<file path="src/rtl/pacman_pkg.sv">
// ---------------------------------------------------------------------------
// pacman_pkg
// Purpose : Shared definitions for the maze/ghost logic: direction codes,
//           direction width, maze extents and the ghost movement FSM states.
// Ports   : none (package)
// ---------------------------------------------------------------------------
package pacman_pkg;

  // Direction encoding; dir ^ 2 is always the reverse direction.
  localparam int DIR_W = 2;
  localparam logic [DIR_W-1:0] DIR_N = 2'd0;  // y - 1
  localparam logic [DIR_W-1:0] DIR_E = 2'd1;  // x + 1
  localparam logic [DIR_W-1:0] DIR_S = 2'd2;  // y + 1
  localparam logic [DIR_W-1:0] DIR_W_ = 2'd3; // x - 1

  // Maze extents (last column / last row).
  localparam int MAZE_MAX_X = 27;
  localparam int MAZE_MAX_Y = 30;

  typedef enum logic [1:0] {
    ST_IDLE   = 2'd0,
    ST_REQ    = 2'd1,
    ST_CHOOSE = 2'd2,
    ST_MOVE   = 2'd3
  } ghost_state_t;

endpackage

</file>
<file path="src/rtl/ghost_dir_pick.sv">
// ---------------------------------------------------------------------------
// ghost_dir_pick
// Purpose : Combinational choice of the ghost's next direction. The reverse
//           of the current direction is excluded unless it is the only exit.
//           Candidates are scanned upward (mod 4) from rand_sel; the first
//           open candidate wins. With no exits at all, cur_dir is kept.
// Ports   : open     [3:0] open mask {W,S,E,N}, bit i = direction i passable
//           cur_dir  [1:0] current direction
//           rand_sel [1:0] scan start direction
//           next_dir [1:0] selected direction
// ---------------------------------------------------------------------------
module ghost_dir_pick
  import pacman_pkg::*;
(
  input  logic [3:0]       open,
  input  logic [DIR_W-1:0] cur_dir,
  input  logic [DIR_W-1:0] rand_sel,
  output logic [DIR_W-1:0] next_dir
);

  logic [3:0]       cand;
  logic [DIR_W-1:0] idx;

  always_comb begin
    cand = open & ~(4'b0001 << (cur_dir ^ 2'd2));
    if (cand == 4'b0000) begin
      cand = open;
    end
    next_dir = cur_dir;
    idx      = '0;
    // Scan from the farthest offset down so the nearest hit overrides.
    for (int i = 3; i >= 0; i--) begin
      idx = rand_sel + 2'(i);
      if (cand[idx]) begin
        next_dir = idx;
      end
    end
  end

endmodule

</file>
<file path="src/rtl/ghost_move_ctrl.sv">
// ---------------------------------------------------------------------------
// ghost_move_ctrl
// Purpose : Moves one ghost one tile per move_tick. Queries the maze map for
//           the open-direction mask of the current tile (req/ack), picks a
//           legal direction at random, then steps one tile with horizontal
//           tunnel wrap and vertical clamping.
// Ports   : clk, reset (async, active-high)
//           move_tick          one-cycle request to advance one tile
//           rand_in   [7:0]    random byte, [1:0] sampled in CHOOSE
//           map_req            tile query, held until map_ack
//           map_x/map_y        query coordinates (= ghost position)
//           map_ack, map_open  map response and open mask {W,S,E,N}
//           ghost_x/ghost_y    current tile
//           ghost_dir [1:0]    current direction (0=N 1=E 2=S 3=W)
//           moved              one-cycle pulse after a position update
//           busy               high whenever the FSM is not idle
// ---------------------------------------------------------------------------
module ghost_move_ctrl
  import pacman_pkg::*;
#(
  parameter int X_W     = 5,
  parameter int Y_W     = 5,
  parameter int MAX_X   = MAZE_MAX_X,
  parameter int MAX_Y   = MAZE_MAX_Y,
  parameter int START_X = 13,
  parameter int START_Y = 11,
  parameter int START_D = 3
) (
  input  logic             clk,
  input  logic             reset,
  input  logic             move_tick,
  input  logic [7:0]       rand_in,
  output logic             map_req,
  output logic [X_W-1:0]   map_x,
  output logic [Y_W-1:0]   map_y,
  input  logic             map_ack,
  input  logic [3:0]       map_open,
  output logic [X_W-1:0]   ghost_x,
  output logic [Y_W-1:0]   ghost_y,
  output logic [DIR_W-1:0] ghost_dir,
  output logic             moved,
  output logic             busy
);

  localparam logic [X_W-1:0]   MAX_X_L   = X_W'(MAX_X);
  localparam logic [Y_W-1:0]   MAX_Y_L   = Y_W'(MAX_Y);
  localparam logic [X_W-1:0]   START_X_L = X_W'(START_X);
  localparam logic [Y_W-1:0]   START_Y_L = Y_W'(START_Y);
  localparam logic [DIR_W-1:0] START_D_L = DIR_W'(START_D);

  ghost_state_t     state_reg, state_next;
  logic [3:0]       mask_reg;
  logic [DIR_W-1:0] pick_dir;
  logic [X_W-1:0]   x_next;
  logic [Y_W-1:0]   y_next;

  // Only the low two random bits steer the scan.
  logic unused_rand;
  assign unused_rand = ^rand_in[7:2];

  // The query always addresses the ghost's own tile.
  assign map_x = ghost_x;
  assign map_y = ghost_y;

  ghost_dir_pick u_pick (
    .open     (mask_reg),
    .cur_dir  (ghost_dir),
    .rand_sel (rand_in[1:0]),
    .next_dir (pick_dir)
  );

  always_comb begin
    state_next = state_reg;
    case (state_reg)
      ST_IDLE:   if (move_tick) state_next = ST_REQ;
      ST_REQ:    if (map_ack)   state_next = ST_CHOOSE;
      ST_CHOOSE: state_next = ST_MOVE;
      ST_MOVE:   state_next = ST_IDLE;
      default:   state_next = ST_IDLE;
    endcase
  end

  // One-tile step in the current direction: tunnel wrap on x, clamp on y.
  always_comb begin
    x_next = ghost_x;
    y_next = ghost_y;
    case (ghost_dir)
      DIR_N:   if (ghost_y != '0)      y_next = ghost_y - 1'b1;
      DIR_E:   x_next = (ghost_x == MAX_X_L) ? '0 : ghost_x + 1'b1;
      DIR_S:   if (ghost_y != MAX_Y_L) y_next = ghost_y + 1'b1;
      default: x_next = (ghost_x == '0) ? MAX_X_L : ghost_x - 1'b1;
    endcase
  end

  always_ff @(posedge clk or posedge reset) begin
    if (reset) begin
      state_reg <= ST_IDLE;
      mask_reg  <= '0;
      ghost_x   <= START_X_L;
      ghost_y   <= START_Y_L;
      ghost_dir <= START_D_L;
      map_req   <= 1'b0;
      moved     <= 1'b0;
      busy      <= 1'b0;
    end else begin
      state_reg <= state_next;
      map_req   <= (state_next == ST_REQ);
      busy      <= (state_next != ST_IDLE);
      moved     <= (state_reg == ST_MOVE);
      case (state_reg)
        ST_REQ: begin
          if (map_ack) mask_reg <= map_open;
        end
        ST_CHOOSE: begin
          ghost_dir <= pick_dir;
        end
        ST_MOVE: begin
          // A tile with no exits keeps the ghost in place.
          if (mask_reg != 4'b0000) begin
            ghost_x <= x_next;
            ghost_y <= y_next;
          end
        end
        default: ;
      endcase
    end
  end

endmodule

</file>
<file path="config.mk">
export PLATFORM = sky130hd
export DESIGN_NAME = ghost_move_ctrl
export DESIGN_NICKNAME = d
export VERILOG_FILES = /design/src/rtl/pacman_pkg.sv /design/src/rtl/ghost_dir_pick.sv /design/src/rtl/ghost_move_ctrl.sv
export SDC_FILE = /design/constraint.sdc
export NUM_CORES = 1
export LEC_CHECK = 0
export ABC_AREA = 1
export BUFFER_PORTS_ARGS = -buffer_cell sky130_fd_sc_hd__buf_2
export CAP_MARGIN = 20
export CORE_MARGIN = 5
export CORE_UTILIZATION = 44
export CTS_CLUSTER_SIZE = 12
export DETAILED_ROUTE_END_ITERATION = 12
export PLACE_DENSITY = 0.75
export SLEW_MARGIN = 15
export SYNTH_ARGS = -nofsm -noshare
export SYNTH_HDL_FRONTEND = slang
export SYNTH_SLANG_ARGS = --single-unit
</file>
<file path="constraint.sdc">
create_clock -name clk -period 4.1 [get_ports clk]
set_input_delay 0.41 -clock clk [delete_from_list [all_inputs] [get_ports clk]]
set_output_delay 0.41 -clock clk [all_outputs]
set_load 0.05 [all_outputs]
</file>
==> out/qor.csv, run 1 <==
stage,metric,value,unit
status,outcome,completed,
place,hpwl,2.21,mm
detailed_routing,drc,0,
timing,tns,0,ps
global_routing,met3_usage,0.0349,
finish,diodes,0,
yosys,ys_top_cells_by_count,"nand2_1, inv_1, nand3_1, dfrtp_1, nor2_1",
floorplan,initial_core_util,0.469,
cts,cts_tree,built,
cts,cts.hold.buffers_added,0,
worst_setup_path,reg2reg_to,ghost_y[4]$_DFFE_PP0P_,
detailed_routing,ant_nets,0,
place,dp_slack,2170,ps
global_routing,grt_pass1_vias,1221,
cts,cts_resized,0,
min_path,min_path_type,primary input to asynchronous set/reset pin,
global_routing,grt_usage,0.140,
cts,h-tree-depth,1,
global_routing,antenna_found_initial,0,
cts,clk_latency,310,ps
yosys,syn_nets,206,
finish,utilization,0.524,
timing,drv_slew,0,
yosys,synth_edf_count,0,
yosys,ys_seq_elements,21,
finish,multiInputGateArea,738,µm²
yosys,async_flop_share,1.00,
detailed_routing,vias,1234,
worst_setup_path,reg2reg_slack,2120,ps
finish,nets,234,
floorplan,chipWidth,67.5,µm
global_routing,grt_max_degree,22,
worst_setup_path,r2r_start,ghost_dir[1]$_DFFE_PP1P_,
run,maxCapViolations,0,
yosys,yosysWarnings,0,
timing,rsz0062_at_grt,false,
floorplan,num_rows,20,
finish,layout-drive-gt1-share,0.308,
finish,fillers,317,
yosys,netlist-cell-type-count,28,
global_routing,busiest_layer,met2,
timing,period_needed,1980,ps
worst_setup_path,rr_worst_depth,8,
worst_setup_path,crit_path_top_delay_cell,dfstp_2,
yosys,postSynthCellCount,184,
timing,slew_headroom,0.492,
worst_setup_path,critical_path.max_fanout,6,
worst_setup_path,critPathArrivalTime,2180,ps
timing,tightest_slew,761,ps
detailed_routing,viasPerCell,4.84,
yosys,netlist.area_leader.share,0.224,
yosys,syn-cell-area,0.00145,mm²
global_routing,met1_usage,0.185,
timing,finalSetupViolCount,0,
finish,syn_to_final_growth,11.9,%
worst_setup_path,cp_slowest_stage_delay,610,ps
yosys,yosys-top-cells-area,"dfrtp_1, dfstp_2, nand2_1, nand3_1, inv_1",
timing,period_share,0.482,
detailed_routing,first_iter_violations,62,
cts,cts_setup_buffers,0,
place,port_buffers,34,
detailed_routing,route.detailed.wl_per_inst,10.9,µm
worst_setup_path,crit_chain,nand2_2 -> fa_1 -> a21oi_1 -> nor2_1 -> nor2_1 -> xor2_1 -> nor2_1 -> xor2_1,
cts,clkSinkCount,21,
floorplan,dieArea,0.00455,mm²
worst_setup_path,critical_path_depth,8,
cts,cts_root_buf,clkbuf_4,
cts,cts-buffers-inserted,3,
global_routing,grt_pass1_wl,5.04,mm
cts,clk_pin_slew,110,ps
finish,regArea,536,µm²
place,routabilityCongestion,0.897,
yosys,yosys.area.top_type,dfrtp_1,
global_routing,grtUsageMet2,0.235,
worst_setup_path,start_kind,flip-flop,
timing,hold_viol,0,
worst_setup_path,path_class,flip-flop to flip-flop,
worst_setup_path,end_kind,flip-flop,
floorplan,core,0.00310,mm²
floorplan,pin_count,41,
global_routing,globalRouteOverflowTotal,0,
timing,setup_ws,2120,ps
detailed_routing,dr.pass1.iters,4,
worst_setup_path,crit_required,4300,ps
yosys,syn_avg_cell_area,7.90,µm²
cts,clockBufferDepth,2,
yosys,synthFlopType,dfrtp_1,
worst_setup_path,crit_family,flip-flops,
yosys,ys_seq_area_frac,0.368,
timing,max_freq,506,MHz
detailed_routing,routed_wl,2.78,mm
yosys,yosysMostFrequentCell,nand2_1,
timing,skew,5.36,ps
floorplan,dieHeight,67.5,µm
worst_setup_path,cpMostUsedCell,nor2_1,
worst_setup_path,cp_num_buf_inv,0,
## worst max-delay path by stage
stage | endpoint | slack [ps] | start
3_5_place_dp | ghost_y[4]$_DFFE_PP0P_ | 2170 | ghost_dir[1]$_DFFE_PP1P_
3_3_place_gp | ghost_y[4]$_DFFE_PP0P_ | 2160 | ghost_dir[1]$_DFFE_PP1P_
6_report | ghost_y[4]$_DFFE_PP0P_ | 2120 | ghost_dir[1]$_DFFE_PP1P_
2_1_floorplan | ghost_y[4]$_DFFE_PP0P_ | 2030 | ghost_dir[1]$_DFFE_PP1P_
5_1_grt | ghost_y[4]$_DFFE_PP0P_ | 1990 | ghost_dir[1]$_DFFE_PP1P_
4_1_cts | ghost_y[4]$_DFFE_PP0P_ | 2110 | ghost_dir[1]$_DFFE_PP1P_
## cells by family (layout without fill, tap and decap cells)
kind of cell,after synthesis,in the layout,synth area share
flip-flops,21,21,0.368
adder cells (fa/ha/maj),6,6,0.0568
AND/OR/NAND/NOR,85,85,0.280
AO/OA/AOI/OAI,20,20,0.0783
multiplexers,5,5,0.0387
buffers and inverters,38,65,0.124
XOR/XNOR,9,9,0.0542
## metal layers
metal,part of all wire,vias to the layer above
li1,-,646
met4,0.0061,0
met1,0.47,559
met5,0,-
met2,0.47,27
met3,0.055,2
## final cells by class
cell class                      count  area share
Clock buffer                        4      0.0162
Inverter                           27      0.0623
Sequential cell                    21       0.329
Multi-Input combinational cell    125       0.454
Timing Repair Buffer               34       0.105
Tap cell                           44      0.0338
## worst reg2reg max path, delay by kind of cell, from the launching register on
kind / cells / cell delay, ps
AO/OA/AOI/OAI: 1 / 160
XOR/XNOR: 2 / 310
adder cells (fa/ha/maj): 1 / 430
flip-flops: 1 / 610
AND/OR/NAND/NOR: 4 / 360
## placed cells by master (no fill, tap or decap), types with 7 or more instances in the layout
| cell | n |
|---|---|
| nand2_1 | 32 |
| nand2_2 | 7 |
| buf_2 | 34 |
| dfstp_2 | 8 |
| o21ai_0 | 9 |
| inv_1 | 24 |
| nor2_1 | 11 |
| dfrtp_1 | 13 |
| nand3_1 | 23 |
| xor2_1 | 8 |
## metrics by stage
stage	instance area, µm²	hold WS [ps]	instances
floorplan	1450	381	184
global placement	1600	492	251
finish	1630	212	255
global route	1630	292	255
CTS	1630	230	255
detailed placement	1600	508	251
Power of run 1 is left out: the tool's default activity adds up to more than one toggle a clock period on the data nets, which glitch-free logic cannot reach.
==> run 2: changes to the inputs <==
--- a/config.mk
+++ b/config.mk
@@ -5,14 +5,14 @@
 export SDC_FILE = /design/constraint.sdc
 export NUM_CORES = 1
 export LEC_CHECK = 0
-export ABC_AREA = 1
+export ABC_AREA = 0
 export BUFFER_PORTS_ARGS = -buffer_cell sky130_fd_sc_hd__buf_2
 export CAP_MARGIN = 20
 export CORE_MARGIN = 5
 export CORE_UTILIZATION = 44
 export CTS_CLUSTER_SIZE = 12
 export DETAILED_ROUTE_END_ITERATION = 12
-export PLACE_DENSITY = 0.75
+export PLACE_DENSITY = 0.76
 export SLEW_MARGIN = 15
 export SYNTH_ARGS = -nofsm -noshare
 export SYNTH_HDL_FRONTEND = slang
==> constraint.sdc (replaced) <==
create_clock -name clk -period 1.9 [get_ports clk]
set_input_delay 0.19 -clock clk [delete_from_list [all_inputs] [get_ports clk]]
set_output_delay 0.19 -clock clk [all_outputs]
set_load 0.05 [all_outputs]
==> run 2 against run 1 <==
Net effect: cell count fell by 15%; sequential cell count unchanged; non-clock buffer count up 8; worst hold slack lost 110 ps; largest cell class unchanged; maximum frequency is 9.9% higher; sequential share of layout area shrank 0.30 points; wire length increased by 7.4%; critical path depth down 4; synthesized cell count decreased by 24%; critical endpoint is now ghost_y[2]$_DFFE_PP0P_; critical path type unchanged.
==> out/qor.csv, run 2 <==
stage,metric,value,unit
worst_setup_path,critPathArrivalTime,2010,ps
floorplan,dieHeight,66.4,µm
floorplan,dieArea,0.00440,mm²
detailed_routing,viasPerCell,5.33,
yosys,async_flop_share,1.00,
yosys,ys_seq_area_frac,0.383,
floorplan,initial_core_util,0.458,
worst_setup_path,end_kind,flip-flop,
yosys,syn_nets,162,
worst_setup_path,path_class,flip-flop to flip-flop,
global_routing,grt_usage,0.146,
timing,skew,3.13,ps
timing,slew_headroom,0.705,
place,dpl-instance-area,0.00161,mm²
finish,layout_common_cells,"buf_2, dfrtp_1, o21ai_0",
timing,tightest_slew,442,ps
cts,cts_setup_buffers,0,
timing,period_share,0.947,
yosys,netlist-cell-type-count,42,
worst_setup_path,start_kind,flip-flop,
detailed_routing,route.detailed.wl_per_inst,13.8,µm
yosys,yosys-top-cells-area,"dfrtp_1, dfstp_2, buf_4, mux2_2, ha_1",
yosys,netlist.area_leader.share,0.233,
finish,layout.cells.non_filler,217,
cts,clockBufferDepth,2,
finish,final_area,0.00165,mm²
cts,cts_resized,0,
finish,layout-drive-gt1-share,0.410,
detailed_routing,routed_wl,2.99,mm
worst_setup_path,critical_path.max_fanout,5,
cts,cts.hold.buffers_added,1,
yosys,syn-cell-area,0.00140,mm²
timing,finalSetupViolCount,0,
place,routabilityCongestion,0.748,
cts,clk_pin_slew,120,ps
finish,layout.cells.most_common,buf_2,
global_routing,grt_pass1_wl,5.02,mm
timing,rsz0062_at_grt,false,
cts,cts_root_buf,clkbuf_4,
cts,cts_tree,built,
worst_setup_path,cp_num_buf_inv,0,
yosys,ys_top_cells_by_count,"dfrtp_1, buf_4, o21ai_0",
timing,period_needed,1800,ps
finish,nets,196,
floorplan,num_rows,20,
yosys,synthFlopType,dfrtp_1,
global_routing,grt_max_degree,13,
worst_setup_path,crit_path_top_delay_cell,or4_1,
yosys,ys_seq_elements,21,
timing,hold_viol,0,
detailed_routing,drc,0,
floorplan,core,0.00305,mm²
yosys,syn_avg_cell_area,9.98,µm²
global_routing,globalRouteOverflowTotal,0,
status,outcome,completed,
run,maxCapViolations,0,
detailed_routing,vias,1156,
detailed_routing,dr.pass1.iters,4,
detailed_routing,first_iter_violations,24,
yosys,yosys.area.top_type,dfrtp_1,
place,dp.cells,212,
global_routing,grt_pass1_vias,1122,
cts,clkSinkCount,21,
cts,clk_latency,310,ps
yosys,synth_edf_count,0,
floorplan,chipWidth,66.4,µm
cts,h-tree-depth,1,
yosys,yosysMostFrequentCell,dfrtp_1,
worst_setup_path,crit_required,2110,ps
cts,cts-buffers-inserted,3,
finish,syn_to_final_growth,17.7,%
yosys,yosysWarnings,0,
timing,drv_slew,0,
place,port_buffers,34,
min_path,min_path_type,primary input to flip-flop,
worst_setup_path,crit_chain,or4_1 -> o22a_2 -> o21ai_4 -> mux2_2,
detailed_routing,ant_nets,0,
global_routing,antenna_found_initial,0,
yosys,postSynthCellCount,140,
finish,diodes,0,
timing,max_freq,556,MHz
timing,tns,0,ps
worst_setup_path,crit_family,simple AND/OR/NAND/NOR gates,
floorplan,pin_count,41,
worst_setup_path,cp_slowest_stage_delay,510,ps
place,hpwl,2.33,mm
[run 2: changes by cell type in the layout (fill, tap and decap cells not counted), moves of 3 or more]
cell / delta
nand2_1: -27
o31ai_1: +5
o311ai_0: +3
inv_1: -16
xor2_1: -6
buf_4: +7
nor2_1: -7
nand3_1: -15
nand2_2: -7
inv_2: -3
[run 2: stage by stage]
step,hold WS (ps),worst slack [ps],util
after global routing,85.4,1.95,0.539
final,101,101,0.539
after detailed placement,225,121,0.527
after floorplan,161,-37.4,-
after CTS,90.6,91.3,0.539
after global placement,211,140,0.527
[run 2: cell type report]
type	instances	area, µm²
Clock buffer	4	26.3
Fill cell	304	1410
Inverter	8	30.0
Multi-Input combinational cell	98	764
Sequential cell	21	537
Tap cell	44	55.1
Timing Repair Buffer	42	233
[run 2: kinds of logic (layout without fill, tap and decap cells)]
logic type | Yosys count | count (layout) | share of synthesized area
fa+ha+maj | 6 | 6 | 0.0591
mux | 9 | 9 | 0.0707
buf+inv | 21 | 54 | 0.0886
flops | 21 | 21 | 0.383
xor+xnor | 4 | 4 | 0.0251
simple gates | 36 | 36 | 0.161
compound gates | 43 | 43 | 0.212
[run 2: final timing paths]
| check | start | end | slack (ps) | depth (start not counted) |
|---|---|---|---|---|
| worst max-delay path | ghost_dir[1]$_DFFE_PP1P_ | ghost_y[2]$_DFFE_PP0P_ | 100 | 4 |
| worst min-delay path | map_open[3] | mask_reg[3]$_DFFE_PP0P_ | 100 | 2 |
| worst max register to register | ghost_dir[1]$_DFFE_PP1P_ | ghost_y[2]$_DFFE_PP0P_ | 100 | 4 |
| worst min register to register | ghost_y[4]$_DFFE_PP0P_ | ghost_y[4]$_DFFE_PP0P_ | 560 | 1 |
| max in group asynchronous | reset | ghost_x[0]$_DFFE_PP1P_ | 910 | 4 |
| min in group asynchronous | reset | ghost_x[4]$_DFFE_PP0P_ | 410 | 3 |
[run 2: metal layers]
| metal | wire length, µm | share of wire | track usage |
|---|---|---|---|
| met1 | 1350 | 0.45 | 0.186 |
| met2 | 1450 | 0.48 | 0.239 |
| met3 | 145 | 0.049 | 0.0306 |
| met4 | 44 | 0.015 | 0.0558 |
| met5 | 0 | 0 | 0 |
Power of run 2 is left out for the same reason.
==> run 3: changes to the inputs <==
--- a/config.mk
+++ b/config.mk
@@ -12,6 +12,7 @@
 export CORE_UTILIZATION = 44
 export CTS_CLUSTER_SIZE = 12
 export DETAILED_ROUTE_END_ITERATION = 12
+export GPL_TIMING_DRIVEN = 0
 export PLACE_DENSITY = 0.76
 export SLEW_MARGIN = 15
 export SYNTH_ARGS = -nofsm -noshare
==> run 3 against run 2 <==
Net effect: the run now ends with negative hold slack left; core utilization rose by 2.2 points; critical path type unchanged; sequential share of layout area fell by 1.2 points; highest routed layer unchanged; global-route usage fell by 0.066 points; cell count rose by 3.2%; first-iteration DRC count fell by 8.3%; via count rose by 4.2%.
==> out/qor.csv, run 3 (synthesis results as in run 2) <==
stage,metric,value,unit
status,outcome,"complete, but fails checks",
status,violations,negative hold slack,
finish,layout_common_cells,"buf_2, buf_4, dfrtp_1",
global_routing,grt_usage,0.145,
timing,period_needed,1840,ps
worst_setup_path,rr_worst_depth,4,
finish,final_area,0.00171,mm²
cts,clkSinkCount,21,
detailed_routing,dr.pass1.iters,5,
cts,clk_latency,320,ps
global_routing,grt_pass1_wl,5.02,mm
floorplan,num_rows,20,
place,dpl-instance-area,0.00165,mm²
finish,nets,203,
worst_setup_path,crit_required,2120,ps
place,port_buffers,34,
detailed_routing,drc,0,
timing,tightest_slew,766,ps
timing,drv_slew,0,
worst_setup_path,r2r_start,ghost_y[1]$_DFFE_PP1P_,
floorplan,chipWidth,66.4,µm
timing,slew_headroom,0.489,
place,hpwl,2.21,mm
floorplan,pin_count,41,
finish,diodes,0,
min_path,min_path_type,primary input to asynchronous set/reset pin,
detailed_routing,first_iter_violations,22,
cts,cts-buffers-inserted,3,
cts,h-tree-depth,1,
timing,rsz0062_at_grt,false,
place,routabilityCongestion,0.752,
finish,layout-drive-gt1-share,0.450,
timing,max_freq,544,MHz
cts,cts_root_buf,clkbuf_4,
detailed_routing,vias,1204,
finish,layout.cells.most_common,buf_2,
floorplan,initial_core_util,0.458,
run,maxCapViolations,0,
global_routing,globalRouteOverflowTotal,0,
worst_setup_path,end_kind,flip-flop,
cts,clk_pin_slew,130,ps
detailed_routing,viasPerCell,5.38,
timing,hold_slack,-19.0,ps
floorplan,dieArea,0.00440,mm²
worst_setup_path,start_kind,flip-flop,
worst_setup_path,critical_path.max_fanout,7,
cts,cts_tree,built,
timing,hold_viol,13,
worst_setup_path,path_class,flip-flop to flip-flop,
timing,skew,10.9,ps
floorplan,core,0.00305,mm²
floorplan,dieHeight,66.4,µm
cts,clockBufferDepth,2,
worst_setup_path,reg2reg_slack,60,ps
global_routing,antenna_found_initial,0,
global_routing,grt_pass1_vias,1177,
global_routing,grt_max_degree,22,
timing,finalSetupViolCount,0,
worst_setup_path,critPathArrivalTime,2060,ps
timing,period_share,0.967,
detailed_routing,route.detailed.wl_per_inst,13.4,µm
detailed_routing,routed_wl,2.99,mm
worst_setup_path,crit_path_end,ghost_y[2]$_DFFE_PP0P_,
worst_setup_path,crit_start,ghost_y[1]$_DFFE_PP1P_,
finish,syn_to_final_growth,22.6,%
worst_setup_path,reg2reg_to,ghost_y[2]$_DFFE_PP0P_,
detailed_routing,ant_nets,0,
-- run 3: cell types whose count changed in the layout (fill, tap and decap cells not counted), sizes merged --
| cell | change |
|---|---|
| clkinvlp | +1 |
| dlygate4sd3 | -1 |
| buf | +7 |
-- run 3: worst max-delay path, stage by stage (launching register included) --
cell     delay (ps)
dfstp_2         430
or4_1           530
o22a_2          250
o21ai_4         170
mux2_2          350
-- run 3: repair_timing --
action | 4_1_cts | 5_1_grt
setup endpoints to repair | 1 | 3
hold buffers | 0 | 0
hold endpoints to repair | 0 | 0
gates resized for setup | 1 | 1
buffers inserted | 0 | 2
-- run 3: layout make-up --
cell class	count	area (µm²)
fillers	309	1340
repair buffers	36	185
clock inverters	1	7.51
multi-input cells	98	777
clock buffers	3	22.5
flip-flops and latches	21	538
plain buffers	13	97.6
inverters	8	30.0
well taps	44	55.1
-- run 3: routing by layer --
metal  vias to the layer above  part of all wire  global-route usage
li1                        603                 -                   -
met1                       563              0.43               0.171
met2                        33              0.49               0.253
met3                         5             0.068              0.0391
met4                         0             0.013              0.0457
met5                         -                 0                   0
-- run 3: through the flow --
stage / utilization / worst slack [ps] / hold slack, ps / setup TNS [ps] / std cells
final: 0.561 / 62.6 / -19.0 / 0 / 224
after global routing: 0.561 / 14.8 / 74.5 / 0 / 224
after detailed placement: 0.542 / 30.4 / 381 / 0 / 218
after global placement: 0.542 / 70.2 / 372 / 0 / 218
after CTS: 0.556 / 32.0 / 17.5 / 0 / 222
after floorplan: - / -37.4 / 161 / -73.0 / 140
-- run 3: how the worst min path moves through the flow --
| stage | slack (ps) | depth (start not counted) | from | end |
|---|---|---|---|---|
| finish | -20 | 2 | reset | busy$_DFF_PP0_ |
| detailed placement | 380 | 2 | reset | busy$_DFF_PP0_ |
| CTS | 20 | 2 | reset | busy$_DFF_PP0_ |
| global placement | 370 | 2 | reset | busy$_DFF_PP0_ |
| global route | 70 | 2 | reset | map_req$_DFF_PP0_ |
| floorplan | 160 | 1 | reset | busy$_DFF_PP0_ |
Power of run 3 is left out for the same reason.
